$ cat src/rtl/mem_arb_pkg.sv
// Shared types for the unified IM/DM SRAM arbiter.
package mem_arb_pkg;

    typedef enum logic [1:0] {
        RESP_NONE = 2'd0,
        RESP_IM   = 2'd1,
        RESP_DM   = 2'd2
    } resp_port_e;

    // Sliced down to DATA_W/8 bits by the user; all ones means "no byte written".
    localparam logic [63:0] WEB_READ = '1;

endpackage

$ cat src/rtl/sram_port_arbiter.sv
// Shares one single-port SRAM between instruction fetch and data ports.
// Data wins by default; a starvation counter forces an instruction grant.
module sram_port_arbiter
    import mem_arb_pkg::*;
#(
    parameter int ADDR_W       = 14,
    parameter int DATA_W       = 32,
    parameter int STARVE_LIMIT = 4
) (
    input  logic                clk,
    input  logic                rst,
    input  logic                im_req,
    input  logic [ADDR_W-1:0]   im_addr,
    output logic                im_gnt,
    output logic                im_rvalid,
    output logic [DATA_W-1:0]   im_rdata,
    input  logic                dm_req,
    input  logic [DATA_W/8-1:0] dm_web,
    input  logic [ADDR_W-1:0]   dm_addr,
    input  logic [DATA_W-1:0]   dm_wdata,
    output logic                dm_gnt,
    output logic                dm_rvalid,
    output logic [DATA_W-1:0]   dm_rdata,
    output logic                sram_cs,
    output logic                sram_oe,
    output logic [DATA_W/8-1:0] sram_web,
    output logic [ADDR_W-1:0]   sram_a,
    output logic [DATA_W-1:0]   sram_di,
    input  logic [DATA_W-1:0]   sram_do
);

    localparam int               WEB_W   = DATA_W / 8;
    localparam logic [WEB_W-1:0] WEB_RD  = WEB_READ[WEB_W-1:0];
    localparam logic [3:0]       LIMIT   = 4'(STARVE_LIMIT);

    logic [3:0] starve_q, starve_d;
    resp_port_e resp_port_q, resp_port_d;
    logic       resp_rd_q, resp_rd_d;
    logic       im_win, dm_win;

    // Priority decision; nothing is granted while reset is held.
    always_comb begin
        im_win = 1'b0;
        dm_win = 1'b0;
        if (!rst) begin
            if (im_req && (starve_q == LIMIT)) im_win = 1'b1;
            else if (dm_req)                   dm_win = 1'b1;
            else if (im_req)                   im_win = 1'b1;
        end
    end

    always_comb begin
        sram_cs  = im_win | dm_win;
        sram_a   = '0;
        sram_web = WEB_RD;
        sram_di  = '0;
        if (dm_win) begin
            sram_a   = dm_addr;
            sram_web = dm_web;
            sram_di  = dm_wdata;
        end else if (im_win) begin
            sram_a   = im_addr;
        end

        resp_port_d = RESP_NONE;
        if (dm_win)      resp_port_d = RESP_DM;
        else if (im_win) resp_port_d = RESP_IM;
        resp_rd_d = im_win | (dm_win & (dm_web == WEB_RD));

        starve_d = 4'd0;
        if (im_req && !im_win)
            starve_d = (starve_q == LIMIT) ? starve_q : starve_q + 4'd1;
    end

    always_ff @(posedge clk or posedge rst) begin
        if (rst) begin
            starve_q    <= 4'd0;
            resp_port_q <= RESP_NONE;
            resp_rd_q   <= 1'b0;
        end else begin
            starve_q    <= starve_d;
            resp_port_q <= resp_port_d;
            resp_rd_q   <= resp_rd_d;
        end
    end

    assign im_gnt    = im_win;
    assign dm_gnt    = dm_win;
    assign sram_oe   = resp_rd_q;
    assign im_rvalid = (resp_port_q == RESP_IM);
    assign dm_rvalid = (resp_port_q == RESP_DM);
    // Write acknowledges carry no data, so dm_rdata stays zero for them.
    assign im_rdata  = (im_rvalid && resp_rd_q) ? sram_do : '0;
    assign dm_rdata  = (dm_rvalid && resp_rd_q) ? sram_do : '0;

endmodule

$ cat config.mk
export PLATFORM = sky130hd
export DESIGN_NAME = sram_port_arbiter
export DESIGN_NICKNAME = d
export VERILOG_FILES = /design/src/rtl/mem_arb_pkg.sv /design/src/rtl/sram_port_arbiter.sv
export SDC_FILE = /design/constraint.sdc
export NUM_CORES = 1
export LEC_CHECK = 0
export ABC_CLOCK_PERIOD_IN_PS = 3600
export BUFFER_PORTS_ARGS = -buffer_cell sky130_fd_sc_hd__buf_4
export CORE_AREA = 4 4 83 85
export DETAILED_ROUTE_END_ITERATION = 10
export DIE_AREA = 0 0 87 89
export PLACE_DENSITY = 0.74
export SYNTH_ARGS = -nofsm -noshare
export SYNTH_HDL_FRONTEND = slang
export SYNTH_SLANG_ARGS = --single-unit
export TNS_END_PERCENT = 20
$ cat constraint.sdc
create_clock -name clk -period 3.6 [get_ports clk]
set_clock_uncertainty 0.05 [all_clocks]
set_input_delay 0.72 -clock clk [delete_from_list [all_inputs] [get_ports clk]]
set_output_delay 0.72 -clock clk [all_outputs]
set_load 0.02 [all_outputs]
==> metrics.md, run 1 <==
| Metric | Value |
|---|---|
| Post-synthesis cell area | 0.00123 mm2 |
| Tcrit/Tclk final | 81.2% |
| Kind of critical path | register to primary output |
| Area of the multi-input gates | around 960 um2 |
| Unrepaired setup endpoints after global routing | no |
| Setup TNS | 0 ns |
| Initial Util | approximately a fifth |
| Num CTS Buffers | 3 |
| Worst vdd ir | 0.0000992 V |
| CP Data Required Time | 2.83 ns |
| Post-Syn Instances | 169 |
| N_diodes | 0 |
| Num ports | 220 |
| Post-Syn Area per Cell | 7.31 um2 |
| Die Y | 89 um |
| I/O Buffers | ~220 |
| Worst hold slack | 0.430 ns |
| Fillers | 635 |
| Yosys cell types | 26 |
| Core ar. | 0.00620 mm2 |
| Root Driver | clkbuf_8 |
| Period minus WS final | a little under 3 ns |
| CP max-delay cell | a211oi_4 |
| Final GP Congestion | 0.817 |
| Ys Warns | 0 |
| Clock transition at path regs | around 0.040 ns |
| Synth top area share | 32.4% |
| Setup violators final | 0 |
| # rows | 29 |
| Max FO, Critical Path | 17 |
| # H-tree levels | 1 |
| Drc violations | 0 |
| Worst Hold Class | input pin to asynchronous set/reset pin |
| Largest net degree at the start of global routing | 66 |
| Final Hold Fails | 0 |
| CTS Sinks | 7 |
| Yosys reg bits | 7 |
| Worst Setup End Kind | primary output |
| Final slew viol count | 0 |
| Register area | 175 um2 |
| Critical-path cell list | inv_1 > ha_1 > nand3b_4 > a211oi_4 > a22o_2 > buf_4 |
| Starting DRT DRC Count | 52 |
| Main area contributors after synthesis | and3_1 (32%), and2_1 (16%), dfrtp_1 (14%) |
| Layout Nets | 479 |
| WL met2 | ~3600 um |
| DR top layer | met4 |
| Final wirelength | 6690 um |
| Sequential area share after synthesis | 14.2% |
| Worst stage delay on the critical path | ~0.7 ns |
| Commonest non-fill, non-tap cells in the layout | buf_4 (223), and3_1 (64), and2_1 (32) |
| Arr. time, crit path | 2.15 ns |
| Routed vias/inst | 4.53 |
| Vias in the first global route | 1,917 |
| Layout area overhead | 140% |
| Leakage | 1.87 nW |
| Clock buffer depth | 2 |
| Antenna-violating nets left | 0 |
| CTS tree | built |
| Routed met1 length | 2180 um |
| DP Wirelength | 5710 um |
| Setup crit start kind | register |
| Chip width | between 80 and 90 um |
| Layout cells sized above 1 | 64.6% |
| Most common cell after layout, fill and taps aside | buf_4 |
| Post-cts sizing count | 0 |
| Routed len/inst | 14.8 um |
| Outcome | finished, final reports clean |
| Max_cap viols | 0 |
| Total GRT Usage | 14.3% |
| First-pass iteration count of the detailed router | 4 |
| Setup bufs post-CTS | 0 |
| Yosys top cell by area | and3_1 |
| Pwr dens | 162 mW/mm2 |
| Routed wl met3 | 925 um |
| Cts hold-fix bufs | 0 |
| Worst-Skew Late Latency | 0.22 ns |
| Total gr overflow | 0 |
| Total die area | between 0.007 and 0.008 mm2 |
| First-pass GRT wire length | 9090 um |
| FMAX | 342 MHz |
| Via Count | 2,053 |
| Worst Max-Slew Pin Slew | 0.734 ns |
| Initial antenna violation count | 0 |
| Mapped Nets | 271 |
| Normalized max-slew margin | 50.9% |
## stage by stage
stage | util, % | instance area (um2) | setup slack (ns) | instances | total power [mW]
detailed placement | 47.0 | 2920 | 0.852 | 449 | 0.374
CTS | 47.8 | 2960 | 0.667 | 453 | 0.484
finish | 47.8 | 2960 | 0.675 | 453 | 0.480
global placement | 47.0 | 2920 | 0.883 | 449 | 0.370
global route | 47.8 | 2960 | 0.524 | 453 | 0.511
floorplan | - | 1230 | 1.07 | 169 | 0.215
## where the power goes
part	internal, mW	leakage (nW)	switching, mW
Clock	0.0765	0.0228	0.0326
Combinational	0.148	1.76	0.133
Sequential	0.0842	0.0938	0.00484
Total	0.309	1.87	0.170
## path summary, 6_finish.rpt
check | from | endpoint | slack [ns] | cells past startpoint
max in group asynchronous | rst | resp_port_q[0] | 2.86 | 2
setup / recovery | starve_q[0] | sram_a[3] | 0.68 | 6
hold / removal | rst | starve_q[1] | 0.43 | 2
setup reg to reg | starve_q[0] | sram_oe | 1.76 | 5
hold reg to reg | starve_q[0] | starve_q[0] | 0.52 | 1
min in group clk | starve_q[0] | starve_q[0] | 0.52 | 1
## worst max-delay path, delay by kind of cell (launching register included)
family	cells	cell delay [ns]
buffers and inverters	2	0.21
DFF	1	0.41
and+or+nand+nor	1	0.14
AOI/OAI and AO/OA	2	0.97
adders and majority gates	1	0.19
## area by class of cell
| class | count | share of cell area, % |
|---|---|---|
| Inverter | 4 | 0.507 |
| Multi-Input combinational cell | 138 | 32.3 |
| Sequential cell | 7 | 5.91 |
| Tap cell | 77 | 3.25 |
| Timing Repair Buffer | 223 | 56.5 |
| Clock buffer | 4 | 1.52 |
## cells in the mapped netlist
cell type  count
a211oi_1       2
a211oi_4       1
a22o_2        14
and2_1        32
and3_1        64
buf_2          4
buf_6          1
clkbuf_1      15
dfrtp_1        7
ha_1           2
inv_1          4
nand2_1        1
nand2b_1       5
nand3_1        3
nand3b_4       1
nand4_1        1
nor2_1         2
nor2b_1        2
nor3_1         1
o21ai_0        1
o21ba_2        1
o21bai_1       1
o22ai_1        1
o32ai_1        1
xnor2_1        1
xor2_1         1
## per-layer routing
layer / global-route usage, % / up-vias
met4: 1.70 / 0
li1: - / 1011
met1: 15.0 / 906
met3: 4.52 / 2
met5: 0 / -
met2: 28.5 / 134
## registers in the layout, summed over array words and instances (netlist names)
name	cells
resp_port_q	2
sram_oe	1
starve_q	4
## cell families after synthesis
logic type | after synthesis | share of synthesized area (%)
DFF | 7 | 14.2
adders and majority gates | 2 | 2.03
and+or+nand+nor | 112 | 56.8
buffers and inverters | 24 | 8.31
xor gates and xnor gates | 2 | 1.42
AOI/OAI and AO/OA | 22 | 17.2
Note: power is estimated with default switching activity, not from simulation.
==> run 2: changes to the inputs <==
--- a/config.mk
+++ b/config.mk
@@ -5,12 +5,13 @@
 export SDC_FILE = /design/constraint.sdc
 export NUM_CORES = 1
 export LEC_CHECK = 0
-export ABC_CLOCK_PERIOD_IN_PS = 3600
+export ABC_AREA = 1
+export ABC_CLOCK_PERIOD_IN_PS = 2400
 export BUFFER_PORTS_ARGS = -buffer_cell sky130_fd_sc_hd__buf_4
 export CORE_AREA = 4 4 83 85
 export DETAILED_ROUTE_END_ITERATION = 10
 export DIE_AREA = 0 0 87 89
-export PLACE_DENSITY = 0.74
+export PLACE_DENSITY = 0.76
 export SYNTH_ARGS = -nofsm -noshare
 export SYNTH_HDL_FRONTEND = slang
 export SYNTH_SLANG_ARGS = --single-unit
==> constraint.sdc (replaced) <==
create_clock -name clk -period 2.4 [get_ports clk]
set_clock_uncertainty 0.05 [all_clocks]
set_input_delay 0.48 -clock clk [delete_from_list [all_inputs] [get_ports clk]]
set_output_delay 0.48 -clock clk [all_outputs]
set_load 0.02 [all_outputs]
==> run 2 against run 1 <==
  * First-iteration DRC count shrank 54%
  * Setup slack lost 0.60 ns
  * Synthesized area grew 1.9%
  * Combinational power grew 48%
  * Die area is the same
  * Sequential power grew 50%
  * Via count grew 10%
  * Sequential share of layout area shrank 0.14 points
  * Critical path depth grew 3
  * Non-clock buffer count grew 2
  * Worst hold slack lost 0.20 ns
  * Critical path type unchanged
  * Highest routed layer unchanged
==> metrics.md, run 2 <==
| Metric | Value |
|---|---|
| Outcome | finished, final reports clean |
| Kind of critical path | register to primary output |
| Total die area | slightly below 0.008 mm2 |
| Largest net degree at the start of global routing | 33 |
| Commonest non-fill, non-tap cells in the layout | buf_4 (223), nor2_1 (103), inv_1 (72) |
| Initial Util | between 20% and 30% |
| Net load switching power | about 270 uW |
| Max reg flops | 4 |
| N_diodes | 0 |
| CP Data Required Time | 1.87 ns |
| Yosys cell types | 23 |
| Post-Synth Simple-Gate Area | 50.8% |
| Leakage | just over 2 nW |
| Most common cell in the netlist | nor2_1 |
| Routed len/inst | 11.5 um |
| Num ports | 220 |
| Chip width | 87 um |
| Sequential area share after synthesis | 13.9% |
| Worst Setup End Kind | primary output |
| Clock network power share | 23.2% |
| Drc violations | 0 |
| Initial antenna violation count | 0 |
| Unrepaired setup endpoints after global routing | yes |
| Adder-cell share of the synthesized area | 1.99% |
| Ys Warns | 0 |
| Final wirelength | 6440 um |
| Tcrit/Tclk final | between 90% and 100% |
| Cts hold-fix bufs | 0 |
| Setup crit start kind | register |
| Most common cell after layout, fill and taps aside | buf_4 |
| Final worst slack | 0.0748 ns |
| Mapped Nets | 369 |
| Worst-Skew Late Latency | 0.23 ns |
| Worst hold slack | about 0.23 ns |
| # rows | 29 |
| FMAX | 430 MHz |
| Num CTS Buffers | 3 |
| Vias in the first global route | slightly above 2,000 |
| Post-synthesis cell area | about 0.0013 mm2 |
| Post-Syn Instances | 267 |
| I/O Buffers | 219 |
| Core ar. | 0.00620 mm2 |
| Layout area overhead | 141% |
| Worst Hold Class | input pin to asynchronous set/reset pin |
| Comb power frac | 58.2% |
| Worst stage delay on the critical path | approximately 0.42 ns |
| Via Count | approximately 2,300 |
| Seq pwr share | a little under a fifth |
| DP Wirelength | 5660 um |
| Total GRT Usage | between 10 and 15% |
| Final GP Congestion | 0.798 |
| Antenna-violating nets left | 0 |
| Layout Nets | between 500 and 600 |
| Final slew viol count | 0 |
| Clock transition at path regs | 0.04 ns |
| Post-Synth XOR/XNOR Area | 1.39% |
| Yosys top cell by area | nor2_1 |
| Switching Share | 37.2% |
| Die Y | 89 um |
| Setup TNS | 0 ns |
| EDFF count, synth | 0 |
| Pwr dens | around 240 mW/mm2 |
| Synth top area share | 30.7% |
| Max FO, Critical Path | 28 |
| CP max-delay cell | dfrtp_1 |
| Total power | 717 uW |
| Starting DRT DRC Count | 24 |
| Worst Max-Slew Pin Slew | 0.314 ns |
| Post-synth ARST share | between 90% and 100% |
| Most used cell, CP | nand2_1 |
| Post-Syn Area per Cell | 4.71 um2 |
| Clock buffer depth | 2 |
| Root Driver | clkbuf_8 |
| Post-Place Cell Area | 0.00296 mm2 |
| Routed vias/inst | 4.03 |
| CTS tree | built |
| Synth Flop Type | dfrtp_1 |
| Layout cells sized above 1 | between 40% and 50% |
| Compound-Gate Fraction of Synth Area | 4.08% |
| Main area contributors after synthesis | nor2_1 (31%), inv_1 (21%), nand2_1 (15%) |
| Worst vdd ir | 0.000136 V |
| Max_cap viols | 0 |
| CTS Sinks | 7 |
| Arr. time, crit path | 1.80 ns |
| Final Hold Fails | 0 |
| Pre-CTS WS | 0.308 ns |
| First-pass iteration count of the detailed router | 4 |
| R2r setup slk | 0.84 ns |
| Post-route cell area | 0.00303 mm2 |
| Critical-path cell list | inv_1 > ha_1 > nand2_1 > nor2_2 > nand2_1 > nand2_2 > buf_6 > or2_1 > buf_4 |
| Yosys reg bits | 7 |
| Total gr overflow | 0 |
| Mux contribution to synthesized area | 0% |
| Setup violators final | 0 |
| Largest family of logic cells by synthesized area | simple AND/OR/NAND/NOR gates |
| Top reg by flops | starve_q |
| Int Pwr | 450 uW |
| First-pass GRT wire length | 8830 um |
| Normalized max-slew margin | 79.0% |
| Top cells by count, synth | nor2_1 (103), inv_1 (72), nand2_1 (49) |
| Period minus WS final | 2.33 ns |
| # H-tree levels | 1 |
-- run 2: changes by cell type after synthesis, sizes merged, moves of 9 or more --
| cell | delta |
|---|---|
| nor2 | +102 |
| inv | +70 |
| and3 | -64 |
| nand2 | +49 |
| and2 | -32 |
| a22o | -14 |
| clkbuf | -9 |
-- run 2: kinds of logic (layout without fill, tap and decap cells) --
group	after synthesis	in the layout
flip-flops	7	7
adder cells (fa/ha/maj)	2	2
buffers and inverters	86	303
AO/OA/AOI/OAI	7	7
XOR/XNOR	2	2
AND/OR/NAND/NOR	163	163
-- run 2: metrics by stage --
stage               std cells  utilization (%)
finish                    561             48.9
global route              561             48.9
CTS                       560             48.5
detailed placement        556             47.8
global placement          556             47.8
floorplan                 267                -
-- run 2: critical path, delay by kind of cell, from the launching register on --
family / cells / cell delay [ns]
flops: 1 / 0.42
buf+inv: 3 / 0.42
simple gates: 5 / 0.53
fa+ha+maj: 1 / 0.19
-- run 2: power groups by stage --
stage               registers, mW  logic (mW)  clock network [mW]
global placement            0.134       0.409                   0
global route                0.135       0.453               0.180
CTS                         0.134       0.417               0.170
finish                      0.134       0.417               0.166
detailed placement          0.135       0.415                   0
floorplan                   0.135       0.181                   0
-- run 2: final timing paths --
check	start	end	cells after the start
setup / recovery	starve_q[0]	sram_web[2]	9
hold / removal	rst	starve_q[3]	3
setup reg to reg	starve_q[0]	sram_oe	8
hold reg to reg	starve_q[1]	starve_q[1]	2
max in group asynchronous	rst	starve_q[0]	3
min in group clk	dm_req	resp_port_q[0]	2
-- run 2: what timing repair did --
item | CTS | global route
hold endpoints to repair | 0 | 0
setup endpoints to repair | 0 | 31
resized for setup | 0 | 1
buffers inserted | 0 | 1
-- run 2: final cells by class --
type | count | area [um2]
clock buffers | 3 | 41.3
clock inverters | 1 | 5.00
fillers | 627 | 3170
inverters | 74 | 278
multi-input cells | 174 | 733
flip-flops and latches | 7 | 175
well taps | 77 | 96.3
repair buffers | 225 | 1710
-- run 2: per-layer routing --
metal | wire length (um) | track usage, % | up-vias
li1 | - | - | 1167
met1 | 1980 | 12.5 | 948
met2 | 3340 | 27.9 | 139
met3 | 1010 | 5.53 | 9
met4 | 112 | 4.82 | 0
met5 | 0 | 0 | -
